--- src/rtl/spi_slave_ctrl.sv ---
// -----------------------------------------------------------------------------
// spi_slave_ctrl
//
// SPI slave word engine. It sits behind an external synchroniser / edge
// detector, which delivers chip select, MOSI and one-cycle SCLK edge strobes
// that are already in the clk_i domain. Words are DATA_W bits long and are
// transferred MSB first in both directions. Back-to-back words under a
// continuous chip select are supported with no gap bits.
//
// Build option:
//   SPI_SLAVE_CPHA1_EN  defined   -> SPI mode 1: MOSI sampled on SCLK falling
//                                    edge, MISO changes on SCLK rising edge.
//                       undefined -> SPI mode 0: MOSI sampled on SCLK rising
//                                    edge, MISO changes on SCLK falling edge.
//
// Ports:
//   clk_i       system clock, rising edge
//   rst_ni      asynchronous active-low reset
//   cs_n_i      chip select, active low (pre-synchronised)
//   sclk_pe_i   one-cycle strobe on SCLK rising edge
//   sclk_ne_i   one-cycle strobe on SCLK falling edge
//   mosi_i      serial data in (pre-synchronised, aligned with the strobes)
//   miso_o      serial data out; 1 when not shifting
//   miso_oe_o   MISO output enable, registered ~cs_n_i
//   tx_data_i   next word to transmit
//   tx_valid_i  tx_data_i is valid
//   tx_ready_o  high for the single LOAD cycle; word taken if tx_valid_i high
//   rx_data_o   last complete received word, held until the next one
//   rx_valid_o  one-cycle pulse when rx_data_o updates
//   underrun_o  one-cycle pulse when IDLE_WORD was loaded for lack of data
//   busy_o      high whenever the FSM is not in IDLE
// -----------------------------------------------------------------------------
module spi_slave_ctrl #(
  parameter int unsigned       DATA_W    = 8,
  parameter logic [DATA_W-1:0] IDLE_WORD = '1
) (
  input  logic              clk_i,
  input  logic              rst_ni,
  input  logic              cs_n_i,
  input  logic              sclk_pe_i,
  input  logic              sclk_ne_i,
  input  logic              mosi_i,
  output logic              miso_o,
  output logic              miso_oe_o,
  input  logic [DATA_W-1:0] tx_data_i,
  input  logic              tx_valid_i,
  output logic              tx_ready_o,
  output logic [DATA_W-1:0] rx_data_o,
  output logic              rx_valid_o,
  output logic              underrun_o,
  output logic              busy_o
);

  localparam int unsigned      CNT_W    = $clog2(DATA_W + 1);
  localparam logic [CNT_W-1:0] LAST_BIT = CNT_W'(DATA_W - 1);

  typedef enum logic [1:0] {
    IDLE  = 2'd0,
    LOAD  = 2'd1,
    SHIFT = 2'd2
  } state_e;

  state_e            state_q,   state_d;
  logic [DATA_W-1:0] tx_sr_q,   tx_sr_d;
  logic [DATA_W-1:0] rx_sr_q,   rx_sr_d;
  logic [DATA_W-1:0] rx_data_q, rx_data_d;
  logic [CNT_W-1:0]  bit_cnt_q, bit_cnt_d;
  logic              rx_valid_q, rx_valid_d;
  logic              oe_q,       oe_d;

  // Strobes arriving while chip select is high are discarded here, so the
  // datapath below never has to look at cs_n_i for them.
  logic sample_stb;
  logic shift_stb;

`ifdef SPI_SLAVE_CPHA1_EN
  // Mode 1: MISO stays at the idle level until the first rising edge of the
  // word; drv_q records that this edge has been seen.
  logic drv_q, drv_d;
  assign sample_stb = sclk_ne_i & ~cs_n_i;
  assign shift_stb  = sclk_pe_i & ~cs_n_i;
`else
  assign sample_stb = sclk_pe_i & ~cs_n_i;
  assign shift_stb  = sclk_ne_i & ~cs_n_i;
`endif

  // ---------------------------------------------------------------------------
  // Next-state logic
  // ---------------------------------------------------------------------------
  always_comb begin
    // NOTE: every signal written here gets a default first, so no path can
    // leave one unassigned and infer a latch.
    state_d    = state_q;
    tx_sr_d    = tx_sr_q;
    rx_sr_d    = rx_sr_q;
    rx_data_d  = rx_data_q;
    bit_cnt_d  = bit_cnt_q;
    rx_valid_d = 1'b0;
    oe_d       = ~cs_n_i;
`ifdef SPI_SLAVE_CPHA1_EN
    drv_d      = drv_q;
`endif

    unique case (state_q)
      IDLE: begin
        bit_cnt_d = '0;
        if (!cs_n_i) state_d = LOAD;
      end

      LOAD: begin
        bit_cnt_d = '0;
        rx_sr_d   = '0;
        tx_sr_d   = tx_valid_i ? tx_data_i : IDLE_WORD;
`ifdef SPI_SLAVE_CPHA1_EN
        drv_d     = 1'b0;
`endif
        state_d   = SHIFT;
      end

      SHIFT: begin
        // The shift edge that arrives before any bit of this word has been
        // sampled belongs to the word boundary: in mode 0 it is the trailing
        // falling edge of the previous word, in mode 1 it is the edge that
        // first drives the MSB. Either way the MSB must not be shifted out.
        if (shift_stb) begin
          if (bit_cnt_q != '0) begin
            tx_sr_d = {tx_sr_q[DATA_W-2:0], 1'b0};
          end
`ifdef SPI_SLAVE_CPHA1_EN
          else begin
            drv_d = 1'b1;
          end
`endif
        end

        if (sample_stb) begin
          rx_sr_d   = {rx_sr_q[DATA_W-2:0], mosi_i};
          bit_cnt_d = bit_cnt_q + CNT_W'(1);
          if (bit_cnt_q == LAST_BIT) begin
            rx_data_d  = rx_sr_d;
            rx_valid_d = 1'b1;
            state_d    = LOAD;
          end
        end
      end

      default: state_d = IDLE;
    endcase

    // Chip select release aborts from any state; a partial word never
    // reaches rx_data_q because rx_valid_d needs a gated sample strobe.
    if (cs_n_i) state_d = IDLE;
  end

  // ---------------------------------------------------------------------------
  // State registers
  // ---------------------------------------------------------------------------
  always_ff @(posedge clk_i or negedge rst_ni) begin
    // NOTE: sequential state uses non-blocking assignments so every flop
    // samples the pre-edge values regardless of statement order.
    if (!rst_ni) begin
      state_q    <= IDLE;
      tx_sr_q    <= IDLE_WORD;
      rx_sr_q    <= '0;
      rx_data_q  <= '0;
      bit_cnt_q  <= '0;
      rx_valid_q <= 1'b0;
      oe_q       <= 1'b0;
`ifdef SPI_SLAVE_CPHA1_EN
      drv_q      <= 1'b0;
`endif
    end else begin
      state_q    <= state_d;
      tx_sr_q    <= tx_sr_d;
      rx_sr_q    <= rx_sr_d;
      rx_data_q  <= rx_data_d;
      bit_cnt_q  <= bit_cnt_d;
      rx_valid_q <= rx_valid_d;
      oe_q       <= oe_d;
`ifdef SPI_SLAVE_CPHA1_EN
      drv_q      <= drv_d;
`endif
    end
  end

  // ---------------------------------------------------------------------------
  // Outputs (decodes of registered state)
  // ---------------------------------------------------------------------------
`ifdef SPI_SLAVE_CPHA1_EN
  assign miso_o = (state_q == SHIFT && drv_q) ? tx_sr_q[DATA_W-1] : 1'b1;
`else
  assign miso_o = (state_q == SHIFT) ? tx_sr_q[DATA_W-1] : 1'b1;
`endif

  assign miso_oe_o  = oe_q;
  assign tx_ready_o = (state_q == LOAD);
  assign underrun_o = (state_q == LOAD) && !tx_valid_i;
  assign busy_o     = (state_q != IDLE);
  assign rx_data_o  = rx_data_q;
  assign rx_valid_o = rx_valid_q;

endmodule

--- config.mk ---
export PLATFORM = sky130hd
export DESIGN_NAME = spi_slave_ctrl
export DESIGN_NICKNAME = d
export VERILOG_FILES = /design/src/rtl/spi_slave_ctrl.sv
export SDC_FILE = /design/constraint.sdc
export NUM_CORES = 1
export LEC_CHECK = 0
export CAP_MARGIN = 20
export CELL_PAD_IN_SITES_DETAIL_PLACEMENT = 1
export CELL_PAD_IN_SITES_GLOBAL_PLACEMENT = 1
export CORE_MARGIN = 8
export CORE_UTILIZATION = 41
export DETAILED_ROUTE_END_ITERATION = 8
export GPL_TIMING_DRIVEN = 0
export PLACE_DENSITY_LB_ADDON = 0.1
export REMOVE_ABC_BUFFERS = 1
export SETUP_SLACK_MARGIN = 0.1
export SLEW_MARGIN = 15
export SYNTH_ARGS = -nofsm -noshare
export SYNTH_HDL_FRONTEND = slang
export SYNTH_SLANG_ARGS = --single-unit
--- constraint.sdc ---
create_clock -name clk_i -period 2.2 [get_ports clk_i]
set_input_delay 0.55 -clock clk_i [delete_from_list [all_inputs] [get_ports clk_i]]
set_output_delay 0.55 -clock clk_i [all_outputs]
set_load 0.005 [all_outputs]
* Yosys cells after proc, flatten, opt, wreduce, memory -nomap -nowiden
Cells that the tools add are included.
** Word-level totals
- Bits in registers :: 31
- Bits of input ports :: 15
- Word-level logic and storage cells :: 48
- Output and inout bits :: 14
** Cells by class
- Reductions and logical operators :: 13
- Add/subtract/negate cells :: 1
- Mux-type cells :: 16
- Eq/ne operators :: 8
- Bitwise operators :: 3
** Operators with widths (number)
- $mux 8 :: 3
- $pmux 8 s2 :: 1
- $pmux 7 s2 :: 1
- $pmux 4 s2 :: 1
- $mux 7 :: 1
- $mux 2 :: 3
- $ne 2x2->1 const B :: 3
- $ne 3x3->1 const B :: 2
- $pmux 2 s3 :: 1
- $reduce_and 2->1 :: 3
- $reduce_and 3->1 :: 2
- $reduce_bool 2->1 :: 3
- $add 4x1->4 const B :: 1
- $eq 4x3->1 const B :: 1
- $mux 1 :: 4
- $mux 4 :: 1
- $reduce_bool 4->1 :: 1
- $and 1x1->1 :: 2
- $eq 2x1->1 const B :: 1
- $eq 2x2->1 const B :: 1
- $logic_not 2->1 :: 1
- $reduce_or 2->1 :: 1
- $logic_and 1x1->1 :: 1
- $logic_not 1->1 :: 1
- $not 1->1 :: 1

* Depth between registers and ports, before layout
- Depth in word-level cells :: 5
- Mapped depth :: 7

* Least setup slack after synthesis
No wires, ideal clock.
- Path kind :: reg-to-reg
- From :: reg state_q[0]
- To :: reg tx_sr_q[1]
- Arrival time :: 1661 ps
- Buffers on the path :: 0
- Stages on the path, launching flop included :: 6
- Path slack :: 456 ps
- Setup time :: 82 ps
- Data required time :: 2118 ps
- Cells stage by stage :: dfrtp_1 -> inv_1 -> ha_1 -> and2b_1 -> a221oi_4 -> mux2_2
** On the way
- Longest elaborated chain between the ends :: 3
** Ends and longest elaborated chain
- start: declaration :: line 63 : state_e state_q, state_d;
- start signal: assignment :: line 173 : state_q <= state_d;
- $eq 2x2->1 / $eq 2x1->1 (equally long branches) :: line 104 : unique case (state_q)
- $ne 2x2->1 (no source line) / $reduce_bool 2->1 (equally long branches)
- $reduce_and 3->1 (no source line)
- end signal: assignment :: line 174 : tx_sr_q <= tx_sr_d;
- end: declaration :: line 64 : logic [DATA_W-1:0] tx_sr_q, tx_sr_d;
Parallel ways exist; a longest one is shown, timed or not.
A chain may end at the register's enable or synchronous reset.

* Final worst setup path
- From :: reg state_q[0]
- To :: out busy_o
** On the way
- Longest elaborated chain between the ends :: 1
** Ends and longest elaborated chain
- $reduce_bool 2->1 :: line 198 : assign busy_o = (state_q != IDLE);
- end: declaration :: line 51 : output logic busy_o
No other way between the ends.

==> metrics.csv <==
stage,metric,value,unit
status,status,"complete, no violations",
clock_tree,sink count of the clock tree,31,
pwr,Power Dens Cells,1060,mW/mm2
clock_tree,cts bufs inserted,5,
logic_synthesis,cell type with the highest aggregate area in the netlist,dfrtp_1,
setup_path,sort of element at the start of the critical path,register,
sta,setup clock skew after layout,0.003296,ns
floorplan,number of rows in the core area,23,
pwr,Combinational Power Share,44.9,%
pwr,worst-case vdd ir drop,0.0004888,V
sta,Relative slew margins,53.65,%
finish,post-layout instance area,0.002202,mm2
clock_tree,Clock Tree Root,clkbuf_8,
sta,post-route minimum period,2.033,ns
min_path,Hold WC Path Type,in2async,
run,Max Cap Violations,0,
pwr,part of the power in the clock network,21.5,%
logic_synthesis,Yosys warnings,0,
sta,setup slack of the critical path after layout,0.1674,ns
logic_synthesis,"Cell Area, Synth",0.001637,mm2
clock_tree,"Clk pin slew, worst setup/hold paths",0.07,ns
global_route,wire length of the first global-routing pass,6534,um
finish,# fillers,425,
finish,sequential cell area,787.0,um2
finish,ratio of cells with drive above 1 in the final layout,29.51,%
sta,share of the clock period used by the worst path,92.39,%
global_route,largest net degree at the start of global routing,32,
logic_synthesis,top cell type's share of synthesized area,35.17,%
routing,Routed Antenna Nets,0,
sta,maximum clock frequency,0.4920,GHz
setup_path,R2R setup slack,0.24,ns
setup_path,maximum fanout count along the critical path,4,
clock_tree,CTS HTree Levels,2,
placement,weighted congestion reported at the end of routability-driven placement,0.7343,
routing,First-pass DRT Iterations,4,
placement,half-perimeter wire length of the detailed placement result,2674,um
pwr,power dissipated by switching net loads,771.8,uW
sta,Max Slew Vio Count,0,
floorplan,CORE AREA,0.003914,mm2
pwr,switching portion of total power,33.07,%
setup_path,startpoint of the worst setup timing path,state_q[0],
finish,total area of multi-input combinational cells,834.6,um2
finish,share of the core filled with cells,56.27,%
setup_path,kind of critical path,reg2out,
placement,Place WS,-0.3764,ns
logic_synthesis,gate count after technology mapping,143,
pwr,post-layout total power,2334,uW
clock_tree,clock insertion delay at the later pin of the skew report,0.28,ns
floorplan,num ports,29,
finish,area growth from synthesis to layout,34.56,%
logic_synthesis,leading post-synthesis cells by cell area,"dfrtp_1 35%, dfstp_2 13%, mux2_2 12%, mux2i_1 6.7%, ha_1 5.4%",
routing,First DRT Iteration DRCs,30,
setup_path,Critical Path Sink Type,primary output,
routing,number of vias per cell after detailed routing,5.176,
pwr,Internal,1562,uW
pwr,part of the total power dissipated in sequential elements,33.6,%
routing,routed len/inst,17.36,um
sta,count of endpoints failing hold in the final timing report,0,
logic_synthesis,mean instance size in the synthesized netlist,11.44,um2
floorplan,width of the die,79.18,um
global_route,All-Layer GR Usage,13.31,%
setup_path,Critical Path RT,1.65,ns
pwr,static leakage,0.0009471,uW
sta,slew of the pin with the lowest slew margin,0.6952,ns
global_route,overflow left after global routing,0,
logic_synthesis,sequential-to-total area share from yosys stat,48.01,%
finish,count of inserted antenna diode cells,0,
sta,final setup violating endpoints,0,
setup_path,endpoint arrival time on the critical path,1.48,ns
placement,buffers added on ports,28,
global_route,via count of the first global-routing pass,1354,
clock_tree,maximum count of clock buffers along a single path,2,
floorplan,Die Span Y,79.18,um
sta,setup repair after global routing missed its margin,false,
routing,remaining design rule violation count,0,
setup_path,reg2reg start,state_q[0],
floorplan,Initial Utilization,41.82,%
clock_tree,TritonCTS clock tree,done,
logic_synthesis,number of library cell types mapped by synthesis,33,
routing,number of vias after detailed routing,1206,
logic_synthesis,flip-flop and latch count after synthesis,31,
finish,Layout Nets,204,
floorplan,floorplan die area,0.006269,mm2
finish,"leading cell types in the layout, fill and taps excluded","23 x clkdlybuf4s50_1, 22 x dfrtp_1, 17 x mux2_2, 11 x mux2i_1, 9 x inv_1",
finish,"commonest non-fill, non-tap cell in the layout",clkdlybuf4s50_1,
global_route,number of antenna violations at the first check in global routing,0,
sta,Setup TNS,0,ns
placement,total placed instance area,0.001949,mm2
routing,Total Wirelength,4046,um
[cell families (layout without fill, tap and decap cells)]
group           after synthesis  after routing  synth area share [%]
compound gates               23             23                 10.47
flops                        31             31                 48.01
simple gates                 37             37                 13.69
mux                          28             28                 18.43
buf+inv                      17             57                 4.052
fa+ha+maj                     7              7                 5.351
[sequential cells by signal, indices dropped and copies added, names as in the netlist]
| name | cells |
|---|---|
| rx_data_o | 8 |
| tx_sr_q | 8 |
| rx_sr_q | 7 |
| bit_cnt_q | 4 |
| state_q | 2 |
| miso_oe_o | 1 |
| rx_valid_o | 1 |
[worst paths after layout]
kind / end / cells after the start
max in group asynchronous: state_q[1] / 1
min reg2reg: tx_sr_q[0] / 2
min in group clk_i: tx_sr_q[0] / 2
min: rx_data_o[3] / 1
max: busy_o / 4
max reg2reg: rx_data_o[6] / 7
[timing repair]
action,CTS,global route
setup buffers,7,3
resized for setup,14,2
pin swaps,0,2
endpoints found under the setup margin,24,11
cloned,0,0
hold buffers,0,0
[routing by layer]
metal / global-route usage (%) / share of wire (%) / up-vias
met2: 24.24 / 55 / 21
met3: 4.853 / 5.4 / 6
li1: - / - / 573
met4: 4.444 / 1.1 / 0
met5: 0 / 0 / -
met1: 13.69 / 38 / 606
[cell usage after synthesis (all sizes together)]
| master | number |
|---|---|
| a221oi | 1 |
| a211o | 1 |
| dfstp | 8 |
| o211a | 1 |
| a21oi | 6 |
| nand2 | 8 |
| nor3 | 2 |
| nor2b | 8 |
| o21ai | 7 |
| nor2 | 1 |
| nor3b | 1 |
| mux2 | 17 |
| a22o | 2 |
| a32o | 1 |
| a221o | 1 |
| mux2i | 11 |
| a31oi | 1 |
| clkbuf | 3 |
| ha | 7 |
| and2b | 2 |
| nand2b | 8 |
| or4 | 1 |
| nand3b | 1 |
| inv | 11 |
| nor4b | 1 |
| nand3 | 4 |
| o2bb2ai | 1 |
| buf | 3 |
| dfrtp | 23 |
| a2bb2oi | 1 |
[stage by stage]
step,std cells,hold slack (ns)
3_5_place_dp,215,0.4772
2_1_floorplan,137,0.2544
6_report,233,0.3096
3_3_place_gp,215,0.4630
5_1_grt,233,0.3588
4_1_cts,230,0.3251
[worst max-delay path: stages, from the launching register on]
cell	delay (ns)
dfrtp_1	0.41
inv_4	0.07
ha_4	0.18
inv_1	0.05
clkdlybuf4s50_1	0.49
[power by group through the flow]
| stage | Sequential, uW | Combinational, uW | Clock, uW |
|---|---|---|---|
| 6_report | 784 | 1050 | 501 |
| 5_1_grt | 797 | 1140 | 537 |
| 4_1_cts | 781 | 928 | 518 |
| 3_5_place_dp | 795 | 798 | 0 |
| 3_3_place_gp | 784 | 777 | 0 |
| 2_1_floorplan | 773 | 566 | 0 |
[final cells by class]
class	count	share of cell area, %
flip-flops and latches	31	35.74
inverters	11	1.989
repair buffers	38	16.82
clock inverters	1	0.3409
clock buffers	7	4.375
well taps	50	2.841
multi-input cells	95	37.90
Power figures use the tool's default switching activity.
